$ cat src/rtl/pipe_skid_reg_pkg.sv
// Shared definitions for the two-entry skid pipeline register:
// state encoding, default parameters and state decode helpers.
package pipe_skid_reg_pkg;

  // Occupancy states; the encoding matches the entry count directly.
  typedef enum logic [1:0] {
    ST_EMPTY = 2'd0,
    ST_ONE   = 2'd1,
    ST_FULL  = 2'd2
  } state_t;

  localparam int           DEFAULT_WIDTH   = 32;
  localparam logic [255:0] DEFAULT_CLR_VAL = 256'd0;

  // Number of entries held in a given state.
  function automatic logic [1:0] state_count(input state_t s);
    logic [1:0] c;
    case (s)
      ST_EMPTY: c = 2'd0;
      ST_ONE:   c = 2'd1;
      ST_FULL:  c = 2'd2;
      default:  c = 2'd0;
    endcase
    return c;
  endfunction

  // The stage can take a new entry unless both slots are occupied.
  function automatic logic state_ready(input state_t s);
    logic r;
    case (s)
      ST_EMPTY: r = 1'b1;
      ST_ONE:   r = 1'b1;
      ST_FULL:  r = 1'b0;
      default:  r = 1'b1;
    endcase
    return r;
  endfunction

  // The head slot holds a valid entry whenever the stage is non-empty.
  function automatic logic state_valid(input state_t s);
    logic v;
    case (s)
      ST_EMPTY: v = 1'b0;
      ST_ONE:   v = 1'b1;
      ST_FULL:  v = 1'b1;
      default:  v = 1'b0;
    endcase
    return v;
  endfunction

endpackage

$ cat src/rtl/pipe_skid_reg_data_reg_w.sv
// WIDTH-bit storage register with load enable, synchronous clear to
// CLR_VAL and asynchronous active-low reset to CLR_VAL.
module data_reg_w
  import pipe_skid_reg_pkg::*;
#(
  parameter int               WIDTH   = DEFAULT_WIDTH,
  parameter logic [WIDTH-1:0] CLR_VAL = DEFAULT_CLR_VAL[WIDTH-1:0]
) (
  input  logic             clk,
  input  logic             reset,
  input  logic             clr,
  input  logic             en,
  input  logic [WIDTH-1:0] d,
  output logic [WIDTH-1:0] q
);

  logic [WIDTH-1:0] q_r;

  // Storage: clear has priority over load; otherwise hold.
  always_ff @(posedge clk or negedge reset) begin
    if (!reset) begin
      q_r <= CLR_VAL;
    end else if (clr) begin
      q_r <= CLR_VAL;
    end else if (en) begin
      q_r <= d;
    end else begin
      q_r <= q_r;
    end
  end

  assign q = q_r;

endmodule

$ cat src/rtl/pipe_skid_reg.sv
// Two-entry skid pipeline register. The main slot always drives out_data;
// the skid slot absorbs one extra entry so in_ready can be a registered
// function of state only, cutting the combinational ready path.
module pipe_skid_reg
  import pipe_skid_reg_pkg::*;
#(
  parameter int               WIDTH   = DEFAULT_WIDTH,
  parameter logic [WIDTH-1:0] CLR_VAL = DEFAULT_CLR_VAL[WIDTH-1:0]
) (
  input  logic             clk,
  input  logic             reset,
  input  logic             flush,
  input  logic             in_valid,
  output logic             in_ready,
  input  logic [WIDTH-1:0] in_data,
  output logic             out_valid,
  input  logic             out_ready,
  output logic [WIDTH-1:0] out_data,
  output logic [1:0]       count
);

  state_t           state_r;
  state_t           state_next_s;
  logic             in_ready_r;
  logic             out_valid_r;
  logic [1:0]       count_r;

  logic             in_xfer_s;
  logic             out_xfer_s;
  logic             main_en_s;
  logic             skid_en_s;
  logic             clr_s;
  logic [WIDTH-1:0] main_d_s;
  logic [WIDTH-1:0] main_q_s;
  logic [WIDTH-1:0] skid_q_s;

  assign in_xfer_s  = in_valid && in_ready_r;
  assign out_xfer_s = out_valid_r && out_ready;

  // Next-state and slot-load decode; flush overrides every transfer.
  always_comb begin
    state_next_s = state_r;
    main_en_s    = 1'b0;
    skid_en_s    = 1'b0;
    main_d_s     = in_data;
    clr_s        = 1'b0;
    if (flush) begin
      state_next_s = ST_EMPTY;
      clr_s        = 1'b1;
    end else begin
      case (state_r)
        ST_EMPTY: begin
          if (in_xfer_s) begin
            main_en_s    = 1'b1;
            state_next_s = ST_ONE;
          end else begin
            state_next_s = ST_EMPTY;
          end
        end
        ST_ONE: begin
          if (in_xfer_s && out_xfer_s) begin
            main_en_s    = 1'b1;
            state_next_s = ST_ONE;
          end else if (in_xfer_s) begin
            skid_en_s    = 1'b1;
            state_next_s = ST_FULL;
          end else if (out_xfer_s) begin
            state_next_s = ST_EMPTY;
          end else begin
            state_next_s = ST_ONE;
          end
        end
        ST_FULL: begin
          if (out_xfer_s) begin
            main_d_s     = skid_q_s;
            main_en_s    = 1'b1;
            state_next_s = ST_ONE;
          end else begin
            state_next_s = ST_FULL;
          end
        end
        default: begin
          state_next_s = ST_EMPTY;
        end
      endcase
    end
  end

  // State register with handshake flags and count registered alongside it.
  always_ff @(posedge clk or negedge reset) begin
    if (!reset) begin
      state_r     <= ST_EMPTY;
      in_ready_r  <= 1'b1;
      out_valid_r <= 1'b0;
      count_r     <= 2'd0;
    end else begin
      state_r     <= state_next_s;
      in_ready_r  <= state_ready(state_next_s);
      out_valid_r <= state_valid(state_next_s);
      count_r     <= state_count(state_next_s);
    end
  end

  data_reg_w #(.WIDTH(WIDTH), .CLR_VAL(CLR_VAL)) u_main (
    .clk   (clk),
    .reset (reset),
    .clr   (clr_s),
    .en    (main_en_s),
    .d     (main_d_s),
    .q     (main_q_s)
  );

  data_reg_w #(.WIDTH(WIDTH), .CLR_VAL(CLR_VAL)) u_skid (
    .clk   (clk),
    .reset (reset),
    .clr   (clr_s),
    .en    (skid_en_s),
    .d     (in_data),
    .q     (skid_q_s)
  );

  assign in_ready  = in_ready_r;
  assign out_valid = out_valid_r;
  assign count     = count_r;
  assign out_data  = main_q_s;

endmodule

$ cat config.mk
export PLATFORM = sky130hd
export DESIGN_NAME = pipe_skid_reg
export DESIGN_NICKNAME = d
export VERILOG_FILES = /design/src/rtl/pipe_skid_reg_pkg.sv /design/src/rtl/pipe_skid_reg_data_reg_w.sv /design/src/rtl/pipe_skid_reg.sv
export SDC_FILE = /design/constraint.sdc
export NUM_CORES = 1
export LEC_CHECK = 0
export BUFFER_PORTS_ARGS = -buffer_cell sky130_fd_sc_hd__clkbuf_2
export CAP_MARGIN = 10
export CORE_UTILIZATION = 49
export DETAILED_ROUTE_END_ITERATION = 8
export PLACE_DENSITY = 0.81
export SLEW_MARGIN = 20
export SYNTH_ARGS = -nofsm -noshare
export SYNTH_HDL_FRONTEND = slang
export SYNTH_SLANG_ARGS = --single-unit
export TNS_END_PERCENT = 50
$ cat constraint.sdc
create_clock -name clk -period 1.85 [get_ports clk]
set_clock_uncertainty 0.15 [all_clocks]
set_input_delay 0.0925 -clock clk [delete_from_list [all_inputs] [get_ports clk]]
set_output_delay 0.0925 -clock clk [all_outputs]
set_load 0.01 [all_outputs]
=== Yosys cells after proc, flatten, opt, wreduce, memory -nomap -nowiden ===
Index checks and enable logic that the tools add are counted.

* Flip-flop bits (word level): 70
* Word-level logic and storage cells: 43

* Muxes and demuxes: 26
* Reductions and logical operators: 7
* Equality and inequality tests: 4

{| class="wikitable"
|+ Operator list
! cell !! count
|-
| 32-bit 2-to-1 mux || 7
|-
| 1-bit 2-to-1 mux || 12
|-
| 2-bit 2-to-1 mux || 4
|-
| 2-bit one-hot mux with 3 select lines || 1
|-
| 2-bit by 1-bit equality test with 1-bit output, second input constant || 2
|-
| 2-bit equality test, second input constant || 2
|-
| 2-bit one-hot mux with 2 select lines || 1
|-
| 2-bit nonzero test || 2
|-
| 1-bit logical AND || 3
|-
| 1-bit one-hot mux with 3 select lines || 1
|-
| 2-bit logical NOT || 1
|-
| 2-bit OR reduction || 1
|}

=== Longest topological paths before layout ===
Gate-level depths: netlist of run 1.

* Depth in word-level cells: 9
* Depth in mapped cells: 8
* Gate-level depth less buffers: 7

=== By module ===
A second synthesis of run 1 with hierarchy kept.

* Cell total of the unflattened synthesis: 272
* Area, all modules: 3488.3 um^2

{| class="wikitable"
|+ Modules (own cells, without submodules)
! module !! times used !! cells an instance !! seq. area each (um^2) !! area each (um^2)
|-
| data_reg_w || 2 || 103 || 800.8 || 1323.8
|-
| pipe_skid_reg || 1 || 66 || 151.4 || 840.8
|}

=== Least setup slack after synthesis of run 1 ===
OpenSTA, ideal clock, no wires.

* Path type: reg-to-reg
* Start point: register out_valid_r, in the netlist out_valid
* End point: register out_valid_r, in the netlist out_valid
* Slack: -0.259 ns
* Data arrival time: 1.847 ns
* Data required time: 1.587 ns
* Stages on the path, launching flop included: 9
* Period minus slack after synthesis: 2.109 ns
* Cell sequence: dfrtp_1 nand2_1 inv_1 clkbuf_1 ha_1 nor3b_1 o21bai_1 ha_1 inv_1

* Cells in the longest elaborated chain, start to end: 9
* Elaborated cells between the ends (all ways): 12

{| class="wikitable"
|+ Ends and longest elaborated chain
! item !! RTL line !! text
|-
| from (decl) || pipe_skid_reg.sv:25 || <nowiki>logic out_valid_r;</nowiki>
|-
| from (signal assigned) || pipe_skid_reg.sv:99 || <nowiki>out_valid_r <= state_valid(state_next_s);</nowiki>
|-
| 1-bit logical AND (*) || pipe_skid_reg.sv:38 || <nowiki>assign out_xfer_s = out_valid_r && out_ready;</nowiki>
|-
| 1-bit 2-to-1 mux || pipe_skid_reg.sv:67 || <nowiki>end else if (out_xfer_s) begin</nowiki>
|-
| 2-bit 2-to-1 mux || pipe_skid_reg.sv:64 || <nowiki>end else if (in_xfer_s) begin</nowiki>
|-
| 2-bit 2-to-1 mux || pipe_skid_reg.sv:61 || <nowiki>if (in_xfer_s && out_xfer_s) begin</nowiki>
|-
| 2-bit one-hot mux with 3 select lines (*) || pipe_skid_reg.sv:51 || <nowiki>case (state_r)</nowiki>
|-
| 2-bit 2-to-1 mux (*) || pipe_skid_reg.sv:47 || <nowiki>if (flush) begin</nowiki>
|-
| 2-bit equality test / 2-bit by 1-bit equality test with 1-bit output (equally long branches) || pipe_skid_reg_pkg.sv:42 || <nowiki>case (s)</nowiki>
|-
| 2-bit OR reduction (no line) (*) || -- ||
|-
| 1-bit 2-to-1 mux (*) || pipe_skid_reg_pkg.sv:42 ||
|}

Mark *: on every way between the ends. The rest lies on a longest branch, timed or not.
A chain may end at the register's enable or synchronous reset.

=== Worst setup path after layout of run 1 ===
* Start point: register in_ready_r, in the netlist in_ready
* End point: register u_main.q_r[28], in the netlist u_main.q[28]

* Cells in the longest elaborated chain, start to end: 6
* Elaborated cells between the ends (all ways): 7

{| class="wikitable"
|+ Ends and longest elaborated chain
! item !! RTL line !! text
|-
| from (decl) || pipe_skid_reg.sv:24 || <nowiki>logic in_ready_r;</nowiki>
|-
| from (signal assigned) || pipe_skid_reg.sv:98 || <nowiki>in_ready_r <= state_ready(state_next_s);</nowiki>
|-
| 1-bit logical AND (*) || pipe_skid_reg.sv:37 || <nowiki>assign in_xfer_s = in_valid && in_ready_r;</nowiki>
|-
| 1-bit logical AND || pipe_skid_reg.sv:61 ||
|-
| 1-bit 2-to-1 mux || pipe_skid_reg.sv:61 ||
|-
| 1-bit one-hot mux with 3 select lines (*) || pipe_skid_reg.sv:51 ||
|-
| 1-bit 2-to-1 mux (*) || pipe_skid_reg.sv:47 ||
|-
| 2-bit nonzero test (no line) (*) || -- ||
|-
| to (signal assigned) || pipe_skid_reg_data_reg_w.sv:28 || <nowiki>q_r <= q_r;</nowiki>
|-
| to (decl) || pipe_skid_reg_data_reg_w.sv:17 || <nowiki>logic [WIDTH-1:0] q_r;</nowiki>
|}

Marked as above.

==> summary.txt, run 1 <==
Global route
  • Total GRT Usage: between 20% and 30%
  • Grt ovf: 0
  • Number of global-route vias before repair: about 3200
  • Largest net degree at the start of global routing: 41
  • Initial antenna violation count: 0
  • Most Used Layer, Global Route: met2
  • GRT met1 Usage: approximately a third
  • GR Util met2: 44.1%
  • Met3 global-route usage: 6.06%
  • First-pass GRT wire length: 15.3 mm

Place
  • Final GP Congestion: 0.808
  • # port buffers: 72
  • Placed Cells: 492
  • Hpwl dp: around 5.7 mm
  • Placed instance area: 0.00383 mm²

Die
  • Core footprint: 0.00676 mm²
  • FP Rows: 30
  • IO Pins: 73
  • Die area: 0.00731 mm²
  • Die X: approximately 86 µm
  • Die height: 85.5 µm
  • Initial core utilization: 50.6%

Critical path
  • Worst Setup SP: in_ready
  • Critical path arrival: 1.90 ns
  • Reg2Reg Launch Point: in_ready
  • CP Capture Type: flip-flop
  • Worst setup SP type: flip-flop
  • Critical Path RT: about 1.9 ns
  • R2R Setup Slk: 0.03 ns
  • Crit Path Max Fanout: 18
  • Kind of critical path: flip-flop to flip-flop

Synth
  • Async SR Flop Fraction: 100%
  • Syn Std Cell Area: about 0.0034 mm²
  • Area contributors post-synth: dfrtp_1 51%, nand3_1 9.5%, a311oi_1 8.2%
  • Syn Area/Cell: 9.47 µm²
  • Synth cell count leaders: 69 x dfrtp_1, 65 x nand3_1, 34 x o21ai_0
  • Yosys reg bits: 70
  • Cell variety after synth: 28
  • Syn. warnings: 0
  • Most numerous cell in the Yosys netlist: dfrtp_1
  • Post-synth top flop: dfrtp_1
  • Syn nets: ~400
  • Post-synth top area share: between 50% and 60%
  • Cell accounting for the most synthesized area: dfrtp_1
  • Post-synthesis sequential area ratio: about half
  • Cells after synthesis: 361
  • Post-synth EDFFs: 0

Layout
  • Cell area after layout: 0.00438 mm²
  • Area growth syn-to-layout: 28.1%
  • Final nets: ~500
  • Layout cell share with drive strength beyond 1: 26.2%
  • Final std cells w/o fill: 542
  • Final core utilization: roughly two thirds
  • N_diodes: 0

Clock tree
  • Worst-path clk slew: 0.07 ns
  • Clock root cell: clkbuf_8
  • Number of buffers on the longest clock path: 2
  • # H-tree levels: 3
  • Clock Latency Late Sink: roughly 0.35 ns
  • Sink Count: 70
  • CTS Buf Count: 9
  • Post-CTS Repair Setup Buffers: 0
  • CTS tree: done

Timing
  • Final Cycle Share: 98.1%
  • Final hold vios: 0
  • Slew margin rel.: 68.3%
  • FMAX: 0.551 GHz
  • Worst Max-Slew Pin Slew: approximately 0.48 ns
  • Slew Viols, Final: 0
  • RSZ-0062 raised after global routing: yes
  • TNS Setup: 0 ns
  • Setup Viol. Count Final: 0
  • Post-layout minimum cycle time: 1.82 ns
  • Hold_ws: 0.0803 ns

Power and ir drop
  • Pwr Density: about 830 mW/mm²
  • LEAKAGE: 2.01 nW
  • Worst VDD drop: about 0.00053 V

Drt
  • Post-Route WL: 9.57 mm
  • DRC: 1
  • WL per Instance: 17.7 µm
  • Vias: 3382
  • Iter 0 DRT Violations: 348
  • Post-DRT Antenna Nets: 0
  • DR vias/cell: 6.24
  • Drt pass-1 iters: 7

Flow run
  • Max-cap violations: 0

Outcome
  • Outcome: finished, violations left
  • Failing checks: design-rule violations

Hold path
  • Type of the tightest min-delay check: input port to asynchronous set/reset pin
==> per-stage QoR <==
step                      worst slack, ns  total power [mW]
final                              0.0349              3.63
after global routing              -0.0309              3.77
after CTS                         0.00166              3.63
after detailed placement          -0.0234              2.38
after global placement             0.0844              2.36
after floorplan                    0.0354              2.14
==> cells by family (layout without fill, tap and decap cells) <==
logic type / Yosys count / in the layout / share of synthesized area [%]
buf+inv: 46 / 147 / 7.72
simple gates: 109 / 109 / 16.0
fa+ha+maj: 4 / 4 / 1.46
compound gates: 132 / 132 / 23.5
flops: 70 / 70 / 51.3
==> metal layers <==
metal  share of wire (%)  wire length, µm
met2                  49             4740
met5                   0                0
met3                 7.0              674
met1                  40             3820
met4                 3.6              340
==> power breakdown <==
part	leakage (nW)	internal [mW]	switching (mW)
sequential	0.950	1.64	0.0710
combinational	0.969	0.299	0.418
clock	0.0883	0.618	0.585
==> worst paths after layout <==
path	to	depth (start not counted)
min in group clk	state_r[0]	4
hold reg to reg	u_skid.q[15]	2
max in group asynchronous	u_skid.q[27]	3
setup reg to reg	u_main.q[28]	6
hold / removal	u_skid.q[19]	2
setup / recovery	u_main.q[28]	6
==> critical path, cell delays in order (launching register included) <==
cell and delay, ns:
dfstp_2 0.53, and2_4 0.14, ha_4 0.12, and3b_2 0.24, buf_12 0.16, o21ai_1 0.08, a311oi_1 0.29
==> layout make-up <==
cell class	instances	area [µm²]
clock inverters	6	62.6
clock buffers	10	128
flip-flops and latches	70	1750
multi-input cells	245	1430
fillers	550	2380
repair buffers	127	891
inverters	4	15.0
well taps	80	100
==> cell usage in the layout, fill, tap and decap left out, drive strengths merged <==
cell | Yosys | layout
and2 | 1 | 1
dlygate4sd3 | 0 | 34
nor3b | 1 | 1
buf | 24 | 22
nor2 | 32 | 32
nand3 | 65 | 65
dfrtp | 69 | 69
clkbuf | 18 | 81
inv | 4 | 4
nand4b | 2 | 2
a311oi | 32 | 32
and4bb | 1 | 1
nand2b | 1 | 1
a211o | 1 | 1
nand2 | 1 | 1
and3b | 1 | 1
nand3b | 2 | 2
a21oi | 33 | 33
dfstp | 1 | 1
o21ai | 64 | 64
and4b | 1 | 1
clkinv | 0 | 2
o21bai | 1 | 1
clkinvlp | 0 | 3
ha | 4 | 4
bufinv | 0 | 1
o21ba | 1 | 1
nand4bb | 1 | 1
==> flip-flops by register name (all words and copies together), names as in the netlist <==
signal / cells
u_skid.q: 32
u_main.q: 32
count: 2
out_valid: 1
in_ready: 1
state_r: 2
==> what timing repair did <==
action | CTS | global route
resized for setup | 1 | 4
pin swaps | 0 | 2
endpoints found under the hold margin | 135 | 0
setup endpoints to repair | 7 | 20
hold buffers | 34 | 0
gates cloned | 0 | 0
(Power assumes the default switching activity.)
==> inputs of run 2 (changes only) <==
--- a/config.mk
+++ b/config.mk
@@ -7,9 +7,10 @@
 export LEC_CHECK = 0
 export BUFFER_PORTS_ARGS = -buffer_cell sky130_fd_sc_hd__clkbuf_2
 export CAP_MARGIN = 10
-export CORE_UTILIZATION = 49
+export CORE_UTILIZATION = 25
 export DETAILED_ROUTE_END_ITERATION = 8
-export PLACE_DENSITY = 0.81
+export PLACE_DENSITY = 0.49
+export REMOVE_ABC_BUFFERS = 1
 export SLEW_MARGIN = 20
 export SYNTH_ARGS = -nofsm -noshare
 export SYNTH_HDL_FRONTEND = slang
==> run 2 against run 1 <==
The run now ends clean; clock power is 45% higher; die area increased by 93%; utilization shrank 30 points; final cell count rose by 18%; first-iteration DRC count is 36% lower; sequential cell count unchanged; cell area rose by 6.3%; power is 16% higher; fmax increased by 0.49%; sequential share of layout area down 2.4 points; critical endpoint is now u_main.q[18]; largest power group is now clock; highest routed layer unchanged.
==> summary.txt, run 2 (synthesis results as in run 1) <==
Layout
  • Cell area after layout: 0.00465 mm² (+6.3%)
  • Commonest cells after routing, fill and taps aside: 71 x clkbuf_2, 69 x dfrtp_1, 65 x nand3_1, 34 x o21ai_0
  • Area growth syn-to-layout: 36.2%
  • Final nets: 502 (+0.80%)
  • Final std cells w/o fill: 639 (+18%)
  • Layout cell share with drive strength beyond 1: 26.8% (+0.59 points)
  • Area of the multi-input gates: 0.00144 mm² (+0.26%)
  • Fillers: 1386 (+150%)
  • Register area: 0.00175 mm² (unchanged)
  • Commonest non-fill, non-tap cell in the layout: clkbuf_2
  • N_diodes: 0 (unchanged)
  • Final core utilization: 35.0% (-30 points)

Critical path
  • Crit Path Max Fanout: 11 (-7)
  • Worst setup SP type: flip-flop
  • CP endpoint: u_main.q[18]
  • Worst Setup SP: in_ready
  • R2R Setup Slk: 0.04 ns (about the same)
  • Reg2Reg Launch Point: in_ready
  • Kind of critical path: flip-flop to flip-flop
  • Critical Path RT: 1.92 ns (-0.02 ns)
  • R2R cell count: 6 (unchanged)
  • Worst r2r dst: u_main.q[18]
  • CP Capture Type: flip-flop
  • Critical path arrival: 1.88 ns (-0.02 ns)

Clock tree
  • Sink Count: 70 (unchanged)
  • Clock root cell: clkbuf_16
  • CTS Buf Count: 9 (unchanged)
  • Post-CTS Repair Setup Buffers: 0 (unchanged)
  • Clock Latency Late Sink: 0.33 ns (-0.02 ns)
  • Worst-path clk slew: 0.05 ns (-0.02 ns)
  • CTS tree: done
  • # H-tree levels: 3 (unchanged)
  • Number of buffers on the longest clock path: 2 (unchanged)

Timing
  • Setup Viol. Count Final: 0 (unchanged)
  • Final hold vios: 0 (unchanged)
  • Post-layout minimum cycle time: 1.81 ns (-0.00893 ns)
  • Slew Viols, Final: 0 (unchanged)
  • RSZ-0062 raised after global routing: yes
  • TNS Setup: 0 ns (unchanged)
  • Slew margin rel.: 73.2% (+4.9 points)
  • Worst Max-Slew Pin Slew: 0.402 ns (-0.0742 ns)
  • FMAX: 0.554 GHz (+0.49%)
  • Final Cycle Share: 97.6% (-0.48 points)
  • Hold_ws: 0.0149 ns (-0.0654 ns)

Drt
  • Iter 0 DRT Violations: 223 (-36%)
  • WL per Instance: 16.3 µm (-7.9%)
  • Post-Route WL: 10.4 mm (+8.6%)
  • DRC: 0 (-1)
  • Vias: 3196 (-5.5%)
  • DR vias/cell: 5.00 (-20%)
  • Drt pass-1 iters: 4 (-3)
  • Post-DRT Antenna Nets: 0 (unchanged)

Power and ir drop
  • Switch share: 26.3% (-3.3 points)
  • Flop pwr share: 40.8% (-6.3 points)
  • LEAKAGE: 2.10 nW (+4.4%)
  • Pwr Density: 901 mW/mm² (+8.8%)
  • Psw: 1.10 mW (+2.7%)
  • P_int: 3.09 mW (+21%)
  • Worst VDD drop: 0.000400 V (-25%)
  • Gate power share: 17.7% (-2.0 points)
  • Part of the power in the clock network: 41.5% (+8.4 points)

Die
  • IO Pins: 73 (unchanged)
  • Die height: 119 µm (+39%)
  • Die X: 119 µm (+39%)
  • FP Rows: 42 (+40%)
  • Initial core utilization: 25.7% (-25 points)
  • Die area: 0.0141 mm² (+93%)
  • Core footprint: 0.0133 mm² (+97%)

Place
  • Hpwl dp: 6.59 mm (+16%)
  • Final GP Congestion: 0.759 (-6.0%)
  • Placed Cells: 592 (+20%)
  • Placed instance area: 0.00399 mm² (+4.0%)
  • # port buffers: 72 (unchanged)

Global route
  • Largest net degree at the start of global routing: 35 (-15%)
  • Number of global-route vias before repair: 3216 (+0.34%)
  • Grt ovf: 0 (unchanged)
  • Total GRT Usage: 15.4% (-12 points)
  • First-pass GRT wire length: 17.1 mm (+12%)
  • Initial antenna violation count: 0 (unchanged)

Hold path
  • Type of the tightest min-delay check: input port to flip-flop

Outcome
  • Outcome: finished clean

Flow run
  • Max-cap violations: 0 (unchanged)
## run 2: cell type report
| class | count | share of cell area (%) |
|---|---|---|
| Sequential cell | 70 | 37.7 |
| Tap cell | 176 | 4.73 |
| Multi-Input combinational cell | 245 | 30.8 |
| Clock buffer | 12 | 5.73 |
| Timing Repair Buffer | 131 | 20.1 |
| Inverter | 4 | 0.323 |
| Clock inverter | 1 | 0.645 |
## run 2: how the worst min path moves through the flow
| stage | depth (start not counted) | slack (ns) | from | end |
|---|---|---|---|---|
| after floorplan | 0 | -0.35 | reset | count[0] |
| after global placement | 1 | -0.14 | reset | u_main.q[11] |
| after detailed placement | 1 | -0.14 | reset | u_main.q[11] |
| after CTS | 2 | 0.02 | flush | state_r[0] |
| after global routing | 2 | 0.03 | flush | state_r[0] |
| final | 2 | 0.01 | flush | state_r[0] |
## run 2: worst max-delay path: stages (launching register included)
cell and delay, ns:
dfstp_2 0.52, and2_4 0.14, ha_4 0.12, and3b_2 0.25
buf_6 0.19, o21ai_1 0.07, a311oi_1 0.27
## run 2: stage by stage
step,power (mW),setup WS (ns)
2_1_floorplan,2.04,-1.26
3_3_place_gp,2.41,0.0359
3_5_place_dp,2.42,-0.0447
4_1_cts,4.24,0.0279
5_1_grt,4.40,-0.0355
6_report,4.19,0.0439
## run 2: timing repair
action                                  CTS  global route
endpoints found under the hold margin   133             0
pin swaps                                 0             4
endpoints found under the setup margin    1            30
hold buffers                             33             0
cloned                                    0             1
gates resized for setup                   1             7
## run 2: metal layers
layer	track usage [%]	share of wire [%]	vias up
met5	0	0	-
met3	3.64	4.9	7
met1	21.2	48	1572
met2	24.0	46	92
li1	-	-	1525
met4	4.59	0.73	0
## run 2: power by group through the flow
| stage | registers [mW] | logic, mW | clock network [mW] |
|---|---|---|---|
| after floorplan | 1.76 | 0.280 | 0 |
| after global placement | 1.73 | 0.678 | 0 |
| after detailed placement | 1.74 | 0.686 | 0 |
| after CTS | 1.71 | 0.745 | 1.79 |
| after global routing | 1.72 | 0.819 | 1.86 |
| final | 1.71 | 0.744 | 1.74 |
==> inputs of run 3 (changes only) <==
--- a/config.mk
+++ b/config.mk
@@ -7,9 +7,9 @@
 export LEC_CHECK = 0
 export BUFFER_PORTS_ARGS = -buffer_cell sky130_fd_sc_hd__clkbuf_2
 export CAP_MARGIN = 10
-export CORE_UTILIZATION = 25
+export CORE_UTILIZATION = 49
 export DETAILED_ROUTE_END_ITERATION = 8
-export PLACE_DENSITY = 0.49
+export PLACE_DENSITY = 0.81
 export REMOVE_ABC_BUFFERS = 1
 export SLEW_MARGIN = 20
 export SYNTH_ARGS = -nofsm -noshare
==> run 3 against run 2 <==
Setup slack lost 0.030 ns; clock power shrank 41%; fmax shrank 1.6%; final cell count shrank 15%; sequential cell count is the same; worst hold slack gained 0.064 ns; cell area shrank 5.4%; die area shrank 48%; largest cell class unchanged; largest power group is now registers; highest routed layer unchanged.
==> summary.txt, run 3 (synthesis results as in run 1) <==
Outcome
  • Outcome: finished clean

Critical path
  • Critical Path RT: 1.93 ns (about the same)
  • R2R Setup Slk: 0.01 ns (-0.03 ns)
  • Worst r2r dst: u_main.q[28]
  • CP Capture Type: flip-flop
  • Critical path arrival: 1.92 ns (+0.04 ns)
  • Worst setup SP type: flip-flop
  • Kind of critical path: flip-flop to flip-flop
  • Crit Path Max Fanout: 25 (+14)
  • R2R cell count: 6 (unchanged)
  • Reg2Reg Launch Point: in_ready

Place
  • Hpwl dp: 5.33 mm (-19%)
  • Final GP Congestion: 0.911 (+20%)
  • # port buffers: 72 (unchanged)
  • Placed Cells: 491 (-17%)

Drt
  • Iter 0 DRT Violations: 313 (+40%)
  • Vias: 3313 (+3.7%)
  • Drt pass-1 iters: 4 (unchanged)
  • WL per Instance: 16.8 µm (+3.4%)
  • Post-DRT Antenna Nets: 0 (unchanged)
  • Post-Route WL: 9.10 mm (-12%)
  • DR vias/cell: 6.12 (+22%)
  • DRC: 0 (unchanged)

Power and ir drop
  • P_int: 2.43 mW (-22%)
  • Psw: 1.04 mW (-5.5%)
  • Part of the power in the clock network: 29.7% (-12 points)
  • LEAKAGE: 2.02 nW (-3.4%)
  • Switch share: 30.0% (+3.8 points)
  • Gate power share: 21.2% (+3.5 points)
  • Flop pwr share: 49.1% (+8.3 points)
  • Pwr Density: 788 mW/mm² (-13%)
  • Worst VDD drop: 0.000491 V (+23%)

Layout
  • Layout cell share with drive strength beyond 1: 26.0% (-0.75 points)
  • Final std cells w/o fill: 541 (-15%)
  • Commonest non-fill, non-tap cell in the layout: clkbuf_2
  • Register area: 0.00175 mm² (unchanged)
  • Fillers: 558 (-60%)
  • Commonest cells after routing, fill and taps aside: 71 x clkbuf_2, 69 x dfrtp_1, 65 x nand3_1, 34 x o21ai_0, 34 x dlygate4sd3_1
  • N_diodes: 0 (unchanged)
  • Final nets: 498 (-0.80%)
  • Area growth syn-to-layout: 28.8%
  • Area of the multi-input gates: 0.00144 mm² (+0.35%)

Clock tree
  • CTS Buf Count: 9 (unchanged)
  • Number of buffers on the longest clock path: 2 (unchanged)
  • CTS tree: done
  • Clock Latency Late Sink: 0.34 ns (about the same)
  • Worst-path clk slew: 0.07 ns (+0.02 ns)
  • Clock root cell: clkbuf_8
  • # H-tree levels: 3 (unchanged)
  • Sink Count: 70 (unchanged)

Die
  • Initial core utilization: 50.6% (+25 points)
  • Die X: 85.5 µm (-28%)
  • Die height: 85.5 µm (-28%)
  • IO Pins: 73 (unchanged)
  • Die area: 0.00731 mm² (-48%)
  • FP Rows: 30 (-29%)
  • Core footprint: 0.00676 mm² (-49%)

Timing
  • Post-layout minimum cycle time: 1.84 ns (+0.0297 ns)
  • Slew margin rel.: 65.8% (-7.4 points)
  • Setup Viol. Count Final: 0 (unchanged)
  • Slew Viols, Final: 0 (unchanged)
  • Final hold vios: 0 (unchanged)
  • RSZ-0062 raised after global routing: yes
  • FMAX: 0.545 GHz (-1.6%)
  • Final Cycle Share: 99.2% (+1.6 points)
  • Worst Max-Slew Pin Slew: 0.513 ns (+0.111 ns)
  • Hold_ws: 0.0793 ns (+0.0644 ns)

Global route
  • Largest net degree at the start of global routing: 51 (+46%)
  • Initial antenna violation count: 0 (unchanged)
  • Number of global-route vias before repair: 3120 (-3.0%)
  • First-pass GRT wire length: 14.8 mm (-13%)
  • Total GRT Usage: 25.9% (+10 points)
  • Grt ovf: 0 (unchanged)

Flow run
  • Max-cap violations: 0 (unchanged)

Hold path
  • Type of the tightest min-delay check: input port to flip-flop
  • Hold EP: state_r[0]
  • Min-delay src: out_ready
  • Hold Path Stages: 4 (+2)
run 3: changes by cell type in the layout (fill, tap and decap cells not counted), moves of 2 or more:
| cell | before | now |
|---|---|---|
| buf_12 | 3 | 6 |
| buf_4 | 20 | 15 |
| buf_6 | 3 | 1 |
| clkbuf_16 | 9 | 0 |
| clkbuf_8 | 3 | 9 |
| clkinv_2 | 0 | 4 |
run 3: repair_timing:
| item | in CTS | in global routing |
|---|---|---|
| buffers inserted | 0 | 1 |
| gates resized for setup | 1 | 7 |
| setup endpoints to repair | 4 | 34 |
| hold endpoints to repair | 135 | 0 |
| hold buffers | 34 | 0 |
| gates cloned | 0 | 0 |
| pin swaps | 1 | 2 |
run 3: stage by stage:
step	setup TNS [ns]	util [%]	setup WS, ns	instance area (µm²)	power [mW]
floorplan	-50.01	-	-1.26	3170	2.04
global placement	0	57.2	0.0522	3860	2.37
detailed placement	-0.0111	57.2	-0.00884	3860	2.39
CTS	0	64.5	0.00172	4360	3.46
global route	-0.151	65.2	-0.0249	4400	3.65
finish	0	65.2	0.0142	4400	3.47
run 3: critical path, cell delays in order (launching register included):
cell	delay, ns
dfstp_2	0.53
and2_4	0.14
ha_4	0.12
and3b_2	0.22
buf_12	0.18
o21ai_1	0.08
a311oi_1	0.30
run 3: how the worst max path moves through the flow:
stage                         start           end
after floorplan           out_valid   u_main.q[0]
after global placement     in_ready  u_main.q[13]
after detailed placement   in_ready   u_main.q[1]
after CTS                  in_ready  u_main.q[28]
after global routing       in_ready     out_valid
final                      in_ready  u_main.q[28]
run 3: layer usage:
| metal | GRT usage, % | wire length [µm] |
|---|---|---|
| met1 | 35.6 | 4080 |
| met2 | 40.1 | 4370 |
| met3 | 5.77 | 567 |
| met4 | 10.3 | 87 |
| met5 | 0 | 0 |
run 3: power by group through the flow:
| stage | registers (mW) | clock network [mW] | logic (mW) |
|---|---|---|---|
| CTS | 1.70 | 1.05 | 0.715 |
| finish | 1.70 | 1.03 | 0.734 |
| detailed placement | 1.73 | 0 | 0.656 |
| global placement | 1.73 | 0 | 0.641 |
| global route | 1.71 | 1.13 | 0.800 |
| floorplan | 1.76 | 0 | 0.280 |
run 3: area by class of cell:
type / count / share of cell area, %
Clock buffer: 10 / 2.90
Timing Repair Buffer: 127 / 21.3
Multi-Input combinational cell: 245 / 32.7
Inverter: 4 / 0.341
Clock inverter: 5 / 0.625
Tap cell: 80 / 2.27
Sequential cell: 70 / 39.8
